<file path="config.mk">
export PLATFORM = sky130hd
export DESIGN_NAME = dynamic_serial_subtractor_flat
export DESIGN_NICKNAME = d
export VERILOG_FILES = /design/src/rtl/dynamic_serial_subtractor_if.sv /design/src/rtl/dynamic_serial_subtractor.sv /design/src/flat_wrapper.sv
export SDC_FILE = /design/constraint.sdc
export NUM_CORES = 1
export LEC_CHECK = 0
export ABC_AREA = 0
export ABC_CLOCK_PERIOD_IN_PS = 1500
export CORE_MARGIN = 8
export CORE_UTILIZATION = 36
export DETAILED_ROUTE_END_ITERATION = 10
export PLACE_DENSITY_LB_ADDON = 0.1
export SETUP_SLACK_MARGIN = 0.3
export SYNTH_ARGS = -nofsm -noshare
export SYNTH_HDL_FRONTEND = slang
export SYNTH_SLANG_ARGS = --single-unit
</file>
<file path="constraint.sdc">
create_clock -name clk -period 1.5 [get_ports clk]
set_input_delay 0.15 -clock clk [delete_from_list [all_inputs] [get_ports clk]]
set_output_delay 0.15 -clock clk [all_outputs]
set_load 0.05 [all_outputs]
</file>
<file path="src/rtl/dynamic_serial_subtractor_if.sv">
// ---------------------------------------------------------------------------
// dynamic_serial_subtractor_if
//   Groups the operand-side and result-side handshakes of the serial
//   subtractor into one bundle.
//   Operand side : in_valid, in_ready, sum[S_W-1:0], a[A_W-1:0]
//   Result side  : out_valid, out_ready, diff[S_W-2:0], size[1:0], underflow
//   master modport : the producer/consumer that talks to the subtractor
//   slave modport  : the subtractor itself
// ---------------------------------------------------------------------------
interface dynamic_serial_subtractor_if #(
    parameter int A_W = 8,
    parameter int S_W = 11
);
    logic             in_valid;
    logic             in_ready;
    logic [S_W-1:0]   sum;
    logic [A_W-1:0]   a;
    logic             out_valid;
    logic             out_ready;
    logic [S_W-2:0]   diff;
    logic [1:0]       size;
    logic             underflow;

    modport master (
        output in_valid, sum, a, out_ready,
        input  in_ready, out_valid, diff, size, underflow
    );

    modport slave (
        input  in_valid, sum, a, out_ready,
        output in_ready, out_valid, diff, size, underflow
    );
endinterface

</file>
<file path="src/rtl/dynamic_serial_subtractor.sv">
// ---------------------------------------------------------------------------
// dynamic_serial_subtractor
//   Recovers b = sum - a one bit per clock along an LSB-first ripple-borrow
//   chain. An accepted operation always takes S_W clocks of subtraction, then
//   the result is held in DONE until the consumer takes it.
//   clk    : rising-edge clock
//   rst_n  : asynchronous active-low reset
//   bus    : slave side of dynamic_serial_subtractor_if
//            (in_valid/in_ready/sum/a, out_valid/out_ready/diff/size/underflow)
// ---------------------------------------------------------------------------
module dynamic_serial_subtractor #(
    parameter int A_W = 8,
    parameter int S_W = 11
) (
    input  logic                          clk,
    input  logic                          rst_n,
    dynamic_serial_subtractor_if.slave    bus
);
    localparam int CNT_W = $clog2(S_W);

    typedef enum logic [1:0] {
        ST_IDLE = 2'd0,
        ST_SUB  = 2'd1,
        ST_DONE = 2'd2
    } state_t;

    state_t             state_q, state_d;
    logic [S_W-1:0]     s_q;
    logic [S_W-1:0]     a_q;
    logic [S_W-1:0]     res_q;
    logic               borrow_q;
    logic [CNT_W-1:0]   cnt_q;
    logic [S_W-2:0]     diff_q;
    logic [1:0]         size_q;
    logic               underflow_q;
    logic               in_ready_q, in_ready_d;
    logic               out_valid_q, out_valid_d;

    logic               accept_s;
    logic               last_s;
    logic               bit_s;
    logic               borrow_s;
    logic [S_W-1:0]     result_s;

    // Size class of the recovered operand: top set bit among diff[9:8].
    function automatic logic [1:0] size_of(input logic [S_W-2:0] d);
        logic [1:0] r;
        if (d[S_W-2]) begin
            r = 2'b10;
        end else if (d[S_W-3]) begin
            r = 2'b01;
        end else begin
            r = 2'b00;
        end
        return r;
    endfunction

    // Handshake qualifiers and the single-bit full subtractor of the chain.
    always_comb begin
        accept_s = bus.in_valid && in_ready_q && (state_q == ST_IDLE);
        last_s   = (state_q == ST_SUB) && (cnt_q == CNT_W'(S_W - 1));
        bit_s    = s_q[0] ^ a_q[0] ^ borrow_q;
        borrow_s = (~s_q[0] & a_q[0]) | (~(s_q[0] ^ a_q[0]) & borrow_q);
        // The newest bit enters at the MSB, so after S_W shifts bit 0 sits at the LSB.
        result_s = {bit_s, res_q[S_W-1:1]};
    end

    // State register.
    always_ff @(posedge clk or negedge rst_n) begin
        if (!rst_n) begin
            state_q <= ST_IDLE;
        end else begin
            state_q <= state_d;
        end
    end

    // Next-state logic.
    always_comb begin
        state_d = state_q;
        case (state_q)
            ST_IDLE: begin
                if (accept_s) begin
                    state_d = ST_SUB;
                end else begin
                    state_d = ST_IDLE;
                end
            end
            ST_SUB: begin
                if (last_s) begin
                    state_d = ST_DONE;
                end else begin
                    state_d = ST_SUB;
                end
            end
            ST_DONE: begin
                if (out_valid_q && bus.out_ready) begin
                    state_d = ST_IDLE;
                end else begin
                    state_d = ST_DONE;
                end
            end
            default: begin
                state_d = ST_IDLE;
            end
        endcase
    end

    // Output decode from the next state so the handshake flops change together with state_q.
    always_comb begin
        in_ready_d  = 1'b0;
        out_valid_d = 1'b0;
        case (state_d)
            ST_IDLE: begin
                in_ready_d  = 1'b1;
                out_valid_d = 1'b0;
            end
            ST_SUB: begin
                in_ready_d  = 1'b0;
                out_valid_d = 1'b0;
            end
            ST_DONE: begin
                in_ready_d  = 1'b0;
                out_valid_d = 1'b1;
            end
            default: begin
                in_ready_d  = 1'b0;
                out_valid_d = 1'b0;
            end
        endcase
    end

    // Registered handshake outputs.
    always_ff @(posedge clk or negedge rst_n) begin
        if (!rst_n) begin
            in_ready_q  <= 1'b1;
            out_valid_q <= 1'b0;
        end else begin
            in_ready_q  <= in_ready_d;
            out_valid_q <= out_valid_d;
        end
    end

    // Serial datapath: load on accept, shift one bit per clock while subtracting.
    always_ff @(posedge clk or negedge rst_n) begin
        if (!rst_n) begin
            s_q      <= {S_W{1'b0}};
            a_q      <= {S_W{1'b0}};
            res_q    <= {S_W{1'b0}};
            borrow_q <= 1'b0;
            cnt_q    <= {CNT_W{1'b0}};
        end else if (accept_s) begin
            s_q      <= bus.sum;
            a_q      <= {{(S_W-A_W){1'b0}}, bus.a};
            res_q    <= {S_W{1'b0}};
            borrow_q <= 1'b0;
            cnt_q    <= {CNT_W{1'b0}};
        end else if (state_q == ST_SUB) begin
            s_q      <= {1'b0, s_q[S_W-1:1]};
            a_q      <= {1'b0, a_q[S_W-1:1]};
            res_q    <= result_s;
            borrow_q <= borrow_s;
            cnt_q    <= cnt_q + CNT_W'(1);
        end else begin
            s_q      <= s_q;
            a_q      <= a_q;
            res_q    <= res_q;
            borrow_q <= borrow_q;
            cnt_q    <= cnt_q;
        end
    end

    // Result registers: loaded on the final subtraction edge, held until the next load.
    always_ff @(posedge clk or negedge rst_n) begin
        if (!rst_n) begin
            diff_q      <= {(S_W-1){1'b0}};
            size_q      <= 2'b00;
            underflow_q <= 1'b0;
        end else if (last_s) begin
            diff_q      <= result_s[S_W-2:0];
            size_q      <= size_of(result_s[S_W-2:0]);
            // Final borrow means sum < a; a set top bit means b does not fit in S_W-1 bits.
            underflow_q <= borrow_s | result_s[S_W-1];
        end else begin
            diff_q      <= diff_q;
            size_q      <= size_q;
            underflow_q <= underflow_q;
        end
    end

    assign bus.in_ready  = in_ready_q;
    assign bus.out_valid = out_valid_q;
    assign bus.diff      = diff_q;
    assign bus.size      = size_q;
    assign bus.underflow = underflow_q;

endmodule

</file>
<file path="src/flat_wrapper.sv">
// flat-port wrapper written by rule: the top's interface ports become plain ports
module dynamic_serial_subtractor_flat 
#(
    parameter int A_W = 8,
    parameter int S_W = 11
)
  (clk, rst_n, bus_in_valid, bus_sum, bus_a, bus_out_ready, bus_in_ready, bus_out_valid, bus_diff, bus_size, bus_underflow);
  dynamic_serial_subtractor_if #(.A_W(A_W), .S_W(S_W)) bus_i ();
  input  logic clk;
  input  logic rst_n;
  input wire logic [$bits(bus_i.in_valid)-1:0] bus_in_valid;
  input wire logic [$bits(bus_i.sum)-1:0] bus_sum;
  input wire logic [$bits(bus_i.a)-1:0] bus_a;
  input wire logic [$bits(bus_i.out_ready)-1:0] bus_out_ready;
  output wire logic [$bits(bus_i.in_ready)-1:0] bus_in_ready;
  output wire logic [$bits(bus_i.out_valid)-1:0] bus_out_valid;
  output wire logic [$bits(bus_i.diff)-1:0] bus_diff;
  output wire logic [$bits(bus_i.size)-1:0] bus_size;
  output wire logic [$bits(bus_i.underflow)-1:0] bus_underflow;
  assign bus_i.in_valid = bus_in_valid;
  assign bus_i.sum = bus_sum;
  assign bus_i.a = bus_a;
  assign bus_i.out_ready = bus_out_ready;
  assign bus_in_ready = bus_i.in_ready;
  assign bus_out_valid = bus_i.out_valid;
  assign bus_diff = bus_i.diff;
  assign bus_size = bus_i.size;
  assign bus_underflow = bus_i.underflow;
  dynamic_serial_subtractor #(.A_W(A_W), .S_W(S_W)) u_core (.clk(clk), .rst_n(rst_n), .bus(bus_i));
endmodule
</file>
==> run_results.csv <==
group,metric,value,unit
run_status,status,"finished with violations",
run_status,violations,"setup timing",
worst_setup_path,critPathRequiredTime,1.69,ns
timing,post-route-period-util,101,%
timing,whs,0.366,ns
worst_setup_path,cp.arrival,1.71,ns
placed_design,portBuffers,37,
floorplanning,rows,28,
logic_synthesis,yosysSeqAreaShare,58.6,%
timing,period_needed,1.52,ns
detailed_routing,drt_pre_antenna_iters,4,
detailed_routing,wl_met2,2.36,mm
detailed_routing,routed-via-count,1629,
floorplanning,start_util,36.7,%
detailed_routing,dr_wl_met3,212,µm
cells_and_area,nets,287,
clock_tree,clkTransAtPathRegs,0.09,ns
cells_and_area,antennaDiodeCount,0,
floorplanning,die_w,93.0,µm
detailed_routing,top_layer,"met4",
worst_setup_path,r2r_cells,7,
detailed_routing,drt-total-wl,4.96,mm
pwr,irDropWorstVdd,1.28,mV
timing,setup_violations,12,
timing,rsz0062_at_grt,"yes",
worst_setup_path,end_kind,"register",
placed_design,pre_cts_slack,0.0337,ns
logic_synthesis,synth-seq-cells,50,
detailed_routing,via_per_inst,4.83,
clock_tree,numCtsBuffers,5,
pwr,power,7490,µW
detailed_routing,wl_met1,2.34,mm
timing,hold_violations,0,
detailed_routing,wl_per_cell,14.7,µm
global_routing,grt_max_degree,51,
cells_and_area,n_fill_cell,502,
timing,slew_headroom,81.5,%
clock_tree,htreeDepth,2,
global_routing,grt_pass1_wl,7.85,mm
clock_tree,clock_sinks,50,
global_routing,grt_use_total,11.4,%
cells_and_area,areaGrowthSynthToFinish,57.8,%
global_routing,first_global_vias,1625,
worst_setup_path,rr_endpoint,"u_core.bus.diff[0]$_DFFE_PN0P_",
timing,tightest_slew,0.277,ns
pwr,power_density,2220,nW/µm²
worst_setup_path,r2r-start,"u_core.cnt_q[0]$_DFFE_PN0P_",
clock_tree,cts_tree,"built",
hold_path,hp-class,"in -> async",
placed_design,dp_hpwl,2.81,mm
pwr,p_leak,0.00157,µW
detailed_routing,drc,0,
clock_tree,root_buffer,"clkbuf_8",
placed_design,place_congestion,0.730,
floorplanning,die_h,93.0,µm
logic_synthesis,synth_edf_count,0,
logic_synthesis,netlist_area,2140,µm²
logic_synthesis,synthDistinctLibCells,29,
clock_tree,clockBufferDepth,2,
worst_setup_path,cp-start-kind,"register",
timing,setup_slack,-0.0202,ns
floorplanning,core,5820,µm²
logic_synthesis,synthCells,209,
detailed_routing,ant_nets,0,
worst_setup_path,worstSetupStartpoint,"u_core.cnt_q[0]$_DFFE_PN0P_",
global_routing,grt.overflow.total,0,
job,max-cap-violations,0,
clock_tree,insertion_delay,0.30,ns
worst_setup_path,cp_max_fo,7,
worst_setup_path,r2r_slack,-0.02,ns
timing,finClkSkew,0.00871,ns
logic_synthesis,synthFlopType,"dfrtp_1",
global_routing,antenna_found_initial,0,
worst_setup_path,crit_end,"u_core.bus.diff[0]$_DFFE_PN0P_",
floorplanning,dieArea,8660,µm²
timing,finalMaxSlewViolations,0,
cells_and_area,drive_gt1_share,46.6,%
cells_and_area,multiInputGateArea,1150,µm²
cells_and_area,final-seq-area,1250,µm²
logic_synthesis,async_flop_share,100,%
timing,fmax,658,MHz
logic_synthesis,mappedNetlistNets,235,
logic_synthesis,synth_warnings,0,
floorplanning,io_pins,38,
worst_setup_path,criticalPathCategory,"reg -> reg",
detailed_routing,drtIter0Drc,58,
logic_synthesis,postSynthAreaPerCell,10.2,µm²
cell type report:
type	count	area share, %
multi-input cells	142	34.2
repair buffers	59	21.3
flip-flops and latches	50	37.2
well taps	75	2.78
inverters	3	0.334
clock inverters	2	1.78
clock buffers	6	2.45
Yosys cell counts, drive strengths merged, types with 2 or more instances:
library cell	instances	area, µm²
inv	3	11.3
or2	2	12.5
nor3	3	26.3
nand2b	2	12.5
buf	8	55.1
ha	2	25.0
clkbuf	6	22.5
nand2	58	218
nor2	15	56.3
o21ai	5	25.0
a31oi	15	93.8
nand3	17	85.1
dfrtp	49	1230
mux2	12	135
sequential cells by signal, summed over array words and instances (netlist names):
name	flops
u_core.a_q	8
u_core.borrow_q	1
u_core.bus.diff	10
u_core.bus.in_ready	1
u_core.bus.out_valid	1
u_core.bus.size	1
u_core.bus.underflow	1
u_core.cnt_q	4
u_core.res_q	10
u_core.s_q	11
u_core.state_q	2
kinds of logic after synthesis:
kind of cell               count (synthesis)  synth area share (%)
AOI/OAI and AO/OA                         23                  6.73
adders and majority gates                  3                  2.11
buffers and inverters                     17                  4.16
DFF                                       50                  58.6
muxes                                     13                  6.79
and+or+nand+nor                          103                  21.6
where the power goes:
part | leakage [µW] | internal (µW) | switching [µW]
Combinational | 0.000857 | 1920 | 2010
Clock | 0.0000714 | 711 | 430
Sequential | 0.000643 | 1920 | 502
Total | 0.00157 | 4550 | 2940
how the worst min path moves through the flow:
| stage | endpoint | slack, ns | cells past startpoint |
|---|---|---|---|
| 2_1_floorplan | u_core.a_q[0]$_DFFE_PN0P_ | -0.15 | 0 |
| 5_1_grt | u_core.bus.diff[4]$_DFFE_PN0P_ | 0.41 | 3 |
| 3_5_place_dp | u_core.res_q[1]$_DFFE_PN0P_ | 0.16 | 2 |
| 3_3_place_gp | u_core.bus.diff[0]$_DFFE_PN0P_ | 0.16 | 2 |
| 6_report | u_core.bus.diff[0]$_DFFE_PN0P_ | 0.37 | 3 |
| 4_1_cts | u_core.bus.diff[4]$_DFFE_PN0P_ | 0.36 | 3 |
worst max-delay path, cell delays in order, from the launching register on:
cell	delay [ns]
dfrtp_1	0.40
inv_2	0.07
ha_4	0.13
nand2_4	0.05
nor3_4	0.21
buf_6	0.14
buf_16	0.12
mux2_4	0.29
layer usage:
layer	track usage (%)	up-vias
met5	0	-
met4	4.43	0
met3	3.37	4
met2	17.9	26
met1	14.4	795
li1	-	804
stage by stage:
stage	cells	area [µm²]	setup TNS, ns	util (%)
CTS	331	3050	0	52.4
global route	337	3370	-1.04	58.0
floorplan	209	2280	-0.193	-
detailed placement	316	2730	0	46.9
global placement	316	2730	0	46.9
finish	337	3370	-0.208	58.0
what timing repair did:
item	4_1_cts	5_1_grt
cloned	3	1
gates resized for setup	19	64
hold endpoints to repair	49	0
endpoints found under the setup margin	48	51
setup buffers	3	5
pin swaps	3	38
hold buffers	1	0
cells in the final DEF (no fill, tap or decap), types with 2 or more instances in the layout:
master,Yosys,routed
nand2_1,58,27
bufinv_16,0,2
o21ai_1,0,4
buf_12,0,10
a31oi_4,0,2
dfrtp_1,49,48
buf_16,0,3
buf_6,2,5
clkdlybuf4s50_1,0,21
a31oi_1,15,13
clkbuf_8,0,6
buf_4,1,17
nand2_4,0,12
nor3_4,1,2
or2_2,2,2
nor2_1,15,14
nand2_2,0,19
inv_1,3,2
mux2_4,0,12
nand3_2,0,17
Power figures use the tool's default switching activity.
